<file path="config.mk">
export PLATFORM = sky130hd
export DESIGN_NAME = br_seq
export DESIGN_NICKNAME = d
export VERILOG_FILES = /design/src/rtl/br_seq.sv
export SDC_FILE = /design/constraint.sdc
export NUM_CORES = 1
export LEC_CHECK = 0
export ABC_AREA = 1
export BUFFER_PORTS_ARGS = -buffer_cell sky130_fd_sc_hd__buf_2
export CORE_MARGIN = 2
export CORE_UTILIZATION = 49
export DETAILED_ROUTE_END_ITERATION = 8
export PLACE_DENSITY = 0.91
export SYNTH_ARGS = -nofsm -noshare
export SYNTH_HDL_FRONTEND = slang
export SYNTH_SLANG_ARGS = --single-unit
</file>
<file path="constraint.sdc">
create_clock -name clk -period 1.6 [get_ports clk]
set_input_delay 0.16 -clock clk [delete_from_list [all_inputs] [get_ports clk]]
set_output_delay 0.16 -clock clk [all_outputs]
set_load 0.01 [all_outputs]
</file>
<file path="src/rtl/br_seq.sv">
// Branch sequencer for the SISC fetch path: owns the PC, evaluates branch
// conditions, drives the branch adder and raises flush after a redirect.
// Optional BR_SEQ_STATS_EN adds saturating taken / not-taken counters.
module br_seq #(
  parameter logic [15:0] RESET_PC     = 16'h0000,
  parameter int unsigned FLUSH_CYCLES = 1
) (
  input  logic        clk,
  input  logic        rst_f,
  input  logic        br_req,
  input  logic        br_abs,
  input  logic        br_neg,
  input  logic [3:0]  br_cond,
  input  logic [3:0]  stat,
  input  logic [15:0] imm,
  input  logic        fetch_rdy,
  input  logic        stall,
  input  logic [15:0] br_addr,
  output logic [15:0] pc_out,
  output logic [15:0] pc_inc,
  output logic        br_sel,
  output logic [15:0] br_imm,
  output logic        fetch_req,
  output logic        br_taken,
  output logic        flush,
  output logic        busy
`ifdef BR_SEQ_STATS_EN
  ,
  output logic [15:0] taken_cnt,
  output logic [15:0] nottaken_cnt
`endif
);

  typedef enum logic [1:0] {ST_RUN, ST_EVAL, ST_REDIRECT} state_e;

  // The flush counter runs down from FLUSH_CYCLES-1 to 0, one REDIRECT cycle each.
  localparam logic [2:0] FLUSH_LAST = 3'(FLUSH_CYCLES - 1);

  state_e      state_q, state_d;
  logic [15:0] pc_q, pc_d;
  logic        br_sel_q, br_sel_d;
  logic [15:0] br_imm_q, br_imm_d;
  logic        neg_q, neg_d;
  logic [3:0]  cond_q, cond_d;
  logic [2:0]  cnt_q, cnt_d;
  logic        fetch_req_q, busy_q, flush_q, br_taken_q;
  logic        taken_pulse_d;
  logic        masked_any, cond_taken;

  assign masked_any = |(cond_q & stat);
  assign cond_taken = (cond_q == 4'd0) || (neg_q ? !masked_any : masked_any);

  always_comb begin
    // NOTE: every signal gets a default first so no branch can infer a latch.
    state_d       = state_q;
    pc_d          = pc_q;
    br_sel_d      = br_sel_q;
    br_imm_d      = br_imm_q;
    neg_d         = neg_q;
    cond_d        = cond_q;
    cnt_d         = cnt_q;
    taken_pulse_d = 1'b0;
    unique case (state_q)
      ST_RUN: begin
        if (br_req) begin
          br_sel_d = br_abs;
          br_imm_d = imm;
          neg_d    = br_neg;
          cond_d   = br_cond;
          state_d  = ST_EVAL;
        end else if (fetch_rdy) begin
          pc_d = pc_q + 16'd1;
        end
      end
      ST_EVAL: begin
        if (cond_taken) begin
          pc_d          = br_addr;
          cnt_d         = FLUSH_LAST;
          taken_pulse_d = 1'b1;
          state_d       = ST_REDIRECT;
        end else begin
          state_d = ST_RUN;
        end
      end
      ST_REDIRECT: begin
        if (cnt_q == 3'd0) state_d = ST_RUN;
        else               cnt_d   = cnt_q - 3'd1;
      end
      default: state_d = ST_RUN;
    endcase
  end

  // Stall freezes every register, including the registered outputs.
  always_ff @(posedge clk or negedge rst_f) begin
    if (!rst_f) begin
      state_q     <= ST_RUN;
      pc_q        <= RESET_PC;
      br_sel_q    <= 1'b0;
      br_imm_q    <= 16'h0000;
      neg_q       <= 1'b0;
      cond_q      <= 4'h0;
      cnt_q       <= 3'd0;
      fetch_req_q <= 1'b0;
      busy_q      <= 1'b0;
      flush_q     <= 1'b0;
      br_taken_q  <= 1'b0;
    end else if (!stall) begin
      // NOTE: non-blocking assignments so every register samples pre-edge values.
      state_q     <= state_d;
      pc_q        <= pc_d;
      br_sel_q    <= br_sel_d;
      br_imm_q    <= br_imm_d;
      neg_q       <= neg_d;
      cond_q      <= cond_d;
      cnt_q       <= cnt_d;
      fetch_req_q <= (state_d == ST_RUN);
      busy_q      <= (state_d != ST_RUN);
      flush_q     <= (state_d == ST_REDIRECT);
      br_taken_q  <= taken_pulse_d;
    end
  end

  assign pc_out    = pc_q;
  assign pc_inc    = pc_q + 16'd1;
  assign br_sel    = br_sel_q;
  assign br_imm    = br_imm_q;
  assign fetch_req = fetch_req_q;
  assign busy      = busy_q;
  assign flush     = flush_q;
  // A pulse frozen by stall is held back and shows once the stall lifts.
  assign br_taken  = br_taken_q & ~stall;

`ifdef BR_SEQ_STATS_EN
  logic [15:0] taken_cnt_q, nottaken_cnt_q;

  always_ff @(posedge clk or negedge rst_f) begin
    if (!rst_f) begin
      taken_cnt_q    <= 16'h0000;
      nottaken_cnt_q <= 16'h0000;
    end else if (!stall && state_q == ST_EVAL) begin
      if (cond_taken) begin
        if (taken_cnt_q != 16'hFFFF) taken_cnt_q <= taken_cnt_q + 16'd1;
      end else begin
        if (nottaken_cnt_q != 16'hFFFF) nottaken_cnt_q <= nottaken_cnt_q + 16'd1;
      end
    end
  end

  assign taken_cnt    = taken_cnt_q;
  assign nottaken_cnt = nottaken_cnt_q;
`endif

endmodule
</file>
# --- Word-level counts from Yosys, hierarchy flattened ---
# Cells that the tools add are included.
word_totals:
  elab_cells: 50
  ff_bits: 47
  in_bits: 47
  output_inout_bits: 53
op_classes:
  n_reduce_logical: 13
  n_mux: 14
  n_addsub: 2
  bitwise: 3
  eq_ne: 7
op_table:
  columns: ["operator", "count"]
  rows:
  - ["$mux 16", 3]
  - ["$pmux 16 s2", 1]
  - ["$add 16x1->16 const B", 1]
  - ["$ne 2x2->1 const B", 4]
  - ["$mux 2", 3]
  - ["$mux 3", 2]
  - ["$pmux 2 s3", 1]
  - ["$pmux 3 s2", 1]
  - ["$reduce_bool 2->1", 3]
  - ["$reduce_and 5->1", 1]
  - ["$and 4x4->4", 1]
  - ["$eq 2x2->1 const B", 2]
  - ["$logic_not 2->1", 2]
  - ["$logic_not 4->1", 1]
  - ["$reduce_and 4->1", 1]
  - ["$reduce_or 4->1", 1]
  - ["$logic_not 3->1", 1]
  - ["$mux 1", 3]
  - ["$reduce_and 3->1", 1]
  - ["$sub 3x1->3 const B", 1]
  - ["$eq 2x1->1 const B", 1]
  - ["$and 1x1->1", 1]
  - ["$logic_not 1->1", 1]
  - ["$logic_or 1x1->1", 1]
  - ["$not 1->1", 1]

# --- Longest topological paths before layout ---
logic_depth:
  word_depth: 8
  mapped_depth: 10
  mapped_depth_nobuf: 10

# --- Least setup slack after synthesis ---
# Ideal clock, no wire load.
synth_path:
  path_kind: "reg-to-reg"
  start: "register pc_q[0], in the netlist pc_out[0]"
  end: "register pc_q[14], in the netlist pc_out[14]"
  required_ps: 1484
  setup_slack_ps: 9
  synth_period_minus_slack_ps: 1591
  setup_time_ps: 116
  path_stages_with_launch: 11
  t_arrival_ps: 1475
  n_path_buf: 0
  cell_sequence: "dfrtp_1 ha_1 inv_1 nor2_2 nand3_1 o21ai_1 nand2_1 nand2_1 nand2_1 nand2_1 nand2_1"
synth_via:
  elab_chain_len: 4
synth_rtl:
  columns: ["item", "line", "rtl"]
  rows:
  - ["start: declaration", "40", "logic [15:0] pc_q, pc_d;"]
  - ["start signal: assignment", "110", "pc_q <= pc_d;"]
  - ["$add 16x1->16", null, null]
  - ["named net pc_inc[14]", "20", "output logic [15:0] pc_inc,"]
  - ["$mux 16", "71", "end else if (fetch_rdy) begin"]
  - ["$mux 16", "65", "if (br_req) begin"]
  - ["$pmux 16 s2", "63", "unique case (state_q)"]
# The timed path passes the listed nets, and every way through them passes these cells. The select of a mux whose other input is x is not followed.
# A chain may end at the register's enable or synchronous reset.

# --- Worst setup path in the final report ---
layout_path:
  start: "register pc_q[1], in the netlist pc_out[1]"
  end: "output pc_inc[15]"
layout_via:
  elab_chain_len: 1
layout_rtl:
  columns: ["item", "line", "rtl"]
  rows:
  - ["$add 16x1->16", "124", "assign pc_inc = pc_q + 16'd1;"]
  - ["end: declaration", "20", null]
# No other way between the ends.

==> results.sh <==
export IMPL_fin_crit_sh_pct=112
export IMPL_required_ps=1440
export IMPL_clock_path_buffers=2
export IMPL_period_minus_slack_ps=1790
export IMPL_clkLatencyLatePin_ps=300
export IMPL_diodes=0
export IMPL_final_util_pct=71.1
export IMPL_synth_area_top_cells="dfrtp_1, nand2_1, inv_1, nor2_1, nand3_1"
export IMPL_chipWidth_um=76.1
export IMPL_p_total_uw=6340
export IMPL_grt_pass1_wl_mm=11.5
export IMPL_rsz0062_at_grt="true"
export IMPL_fillerInstances=404
export IMPL_regArea_mm2=0.00119
export IMPL_netlist_instances=338
export IMPL_cts_root_buf="clkbuf_8"
export IMPL_intPower_uw=3690
export IMPL_path_class="reg -> out"
export IMPL_grt_max_degree=31
export IMPL_grt_antenna_before_repair=0
export IMPL_portBuffers=99
export IMPL_synth_simple_area_share_pct=37.9
export IMPL_cp_max_fo=4
export IMPL_mappedNetlistNets=388
export IMPL_yosysSeqAreaShare_pct=46.2
export IMPL_routed_wl_mm=7.21
export IMPL_fin_skew_ps=4.79
export IMPL_tritoncts="done"
export IMPL_cts_clk_slew_worst_paths_ps=90
export IMPL_syn_avg_cell_area_um2=7.53
export IMPL_sequentialPowerShare_pct=34.3
export IMPL_synth_mux_area_share_pct=1.57
export IMPL_wl_per_cell_um=13.4
export IMPL_setup_ws_ps=-190
export IMPL_drc=0
export IMPL_multiInputGateArea_mm2=0.00134
export IMPL_ir_worst_vdd_mv=0.983
export IMPL_routed_via_density=5.03
export IMPL_hold_viol_final=0
export IMPL_p_clk_share_pct=14.6
export IMPL_fp_row_count=26
export IMPL_relSlewSlack_pct=67.8
export IMPL_crit_path_start_kind="flop"
export IMPL_yosysWarnings=0
export IMPL_min_path_type="in -> reg"
export IMPL_htreeDepth=2
export IMPL_switchingPower_uw=2660
export IMPL_die_h_um=76.1
export IMPL_setup_tns_ps=-1530
export IMPL_status="finished with violations"
export IMPL_mostFrequentLayoutCells="nand2_1, buf_2, dfrtp_1"
export IMPL_firstDrtPassIters=4
export IMPL_ys_types=32
export IMPL_core_area_mm2=0.00507
export IMPL_maxCapViolCount=0
export IMPL_nNetsFinal=516
export IMPL_area_growth_synth_to_final_pct=41.8
export IMPL_yosys_area_share_xor_xnor_pct=2.65
export IMPL_design_die_area_mm2=0.00579
export IMPL_num_vias=2703
export IMPL_finalMaxSlewViolations=0
export IMPL_yosysTopAreaCell="dfrtp_1"
export IMPL_cellPowerDensity_mw_per_mm2=1760
export IMPL_synth_cell_area_mm2=0.00254
export IMPL_start_util_pct=50.1
export IMPL_swShare_pct=41.9
export IMPL_drive_gt1_share_pct=40.7
export IMPL_setup_viol=14
export IMPL_hpwlAfterDp_mm=4.71
export IMPL_worstPathArrival_ps=1630
export IMPL_ys_seq_elements=47
export IMPL_fmax_ghz=0.559
export IMPL_worstMarginPinSlew_ps=483
export IMPL_mostFrequentLayoutCell="nand2_1"
export IMPL_gp_congestion=0.863
export IMPL_p_leak_uw=0.00205
export IMPL_gr_total_overflow=0
export IMPL_synth_top_family_by_area="simple AND/OR/NAND/NOR gates"
export IMPL_yosys_area_share_adder_pct=1.47
export IMPL_comb_power_share_pct=51.1
export IMPL_synth_compound_area_share_pct=4.72
export IMPL_end_kind="output port"
export IMPL_grt_usage_pct=23.8
export IMPL_detail_route_antenna_nets=0
export IMPL_numCtsBuffers=5
export IMPL_failed_checks="negative setup slack"
export IMPL_cts_sinks=47
export IMPL_dr_first_iter_drc_count=159
export IMPL_io_pins=100
export IMPL_grt_pass1_vias=2652
export IMPL_synth_top_area_share_pct=46.2
-- what timing repair did --
item | in CTS | in global routing
pin swaps | 11 | 22
resized for setup | 18 | 31
endpoints found under the hold margin | 17 | 0
hold buffers | 1 | 0
setup endpoints to repair | 11 | 23
setup buffers | 12 | 8
-- area by class of cell --
class,count,share of cell area (%)
clock buffer,6,2.29
tap,70,2.43
multi-input combinational,260,37.2
inverter,23,2.46
clock inverter,2,1.07
sequential,47,32.9
timing repair buffer,129,21.7
-- flip-flops by register name (all words and copies together), names as in the netlist --
name / flops
br_imm: 16
pc_out: 16
cond_q: 4
cnt_q: 3
state_q: 2
br_sel: 1
br_taken_q: 1
busy: 1
fetch_req: 1
flush: 1
neg_q: 1
-- power by group through the flow --
stage	Sequential (µW)	Combinational (µW)	Clock [µW]
floorplan	2320	1450	0
global placement	2140	2620	0
detailed placement	2160	2720	0
CTS	2130	2980	956
global route	2250	3560	1010
finish	2180	3240	925
-- cell usage after synthesis --
| cell | count |
|---|---|
| nand2_1 | 169 |
| dfrtp_1 | 47 |
| inv_1 | 21 |
| nor2_1 | 18 |
| nand3_1 | 10 |
| o21ai_0 | 9 |
| o21ai_1 | 6 |
| nand2_2 | 5 |
| nor2_2 | 5 |
| buf_2 | 4 |
| mux2i_1 | 4 |
| nand4_1 | 4 |
| o21bai_1 | 4 |
| ha_1 | 3 |
| nand3_2 | 3 |
| xor2_1 | 3 |
| and2_1 | 2 |
| and2_4 | 2 |
| buf_4 | 2 |
| nand3b_1 | 2 |
| nor2_4 | 2 |
| nor3_1 | 2 |
| xnor2_2 | 2 |
| a21boi_0 | 1 |
| a21boi_1 | 1 |
| buf_6 | 1 |
| clkbuf_1 | 1 |
| inv_2 | 1 |
| inv_4 | 1 |
| nand2_4 | 1 |
| or2_2 | 1 |
| xnor2_1 | 1 |
-- critical path, stage by stage (launching register included) --
cell and delay, ps:
dfrtp_1 410, nand2_2 100, buf_6 130, nor2_4 150, nand2_2 100, o21ai_1 200
nand2_2 80, buf_2 150
-- metal layers --
metal	up-vias	GRT usage, %	wire length [µm]
met1	1247	28.0	2820
met4	0	6.55	108
met3	12	4.15	599
li1	1300	-	-
met2	144	44.4	3690
met5	-	0	0
-- path summary, 6_finish.rpt --
check                               start          to  slack (ps)  cells after the start
min in group asynchronous           rst_f   pc_out[3]         350                      2
worst max register to register  pc_out[1]  pc_out[15]         -40                     11
max in group asynchronous           rst_f  pc_out[10]         710                      3
worst max-delay path            pc_out[1]  pc_inc[15]        -190                      7
worst min-delay path               imm[3]   br_imm[3]          50                      3
worst min register to register   cnt_q[0]    cnt_q[0]         470                      1
-- metrics by stage --
stage / instances / cell area, µm² / hold slack, ps / setup slack, ps
after floorplan: 338 / 2540 / -136 / 8.56
after global placement: 509 / 3180 / 127 / 153
after detailed placement: 509 / 3180 / 135 / 126
after CTS: 530 / 3450 / 37.1 / -88.1
after global routing: 537 / 3610 / 39.6 / -271
final: 537 / 3610 / 48.6 / -190
-- cell families (layout without fill, tap and decap cells) --
family          Yosys count  after routing
xor+xnor                  6              6
mux                       4              4
fa+ha+maj                 3              3
compound gates           21             21
simple gates            226            226
buf+inv                  31            160
flops                    47             47
Power figures use the tool's default switching activity.
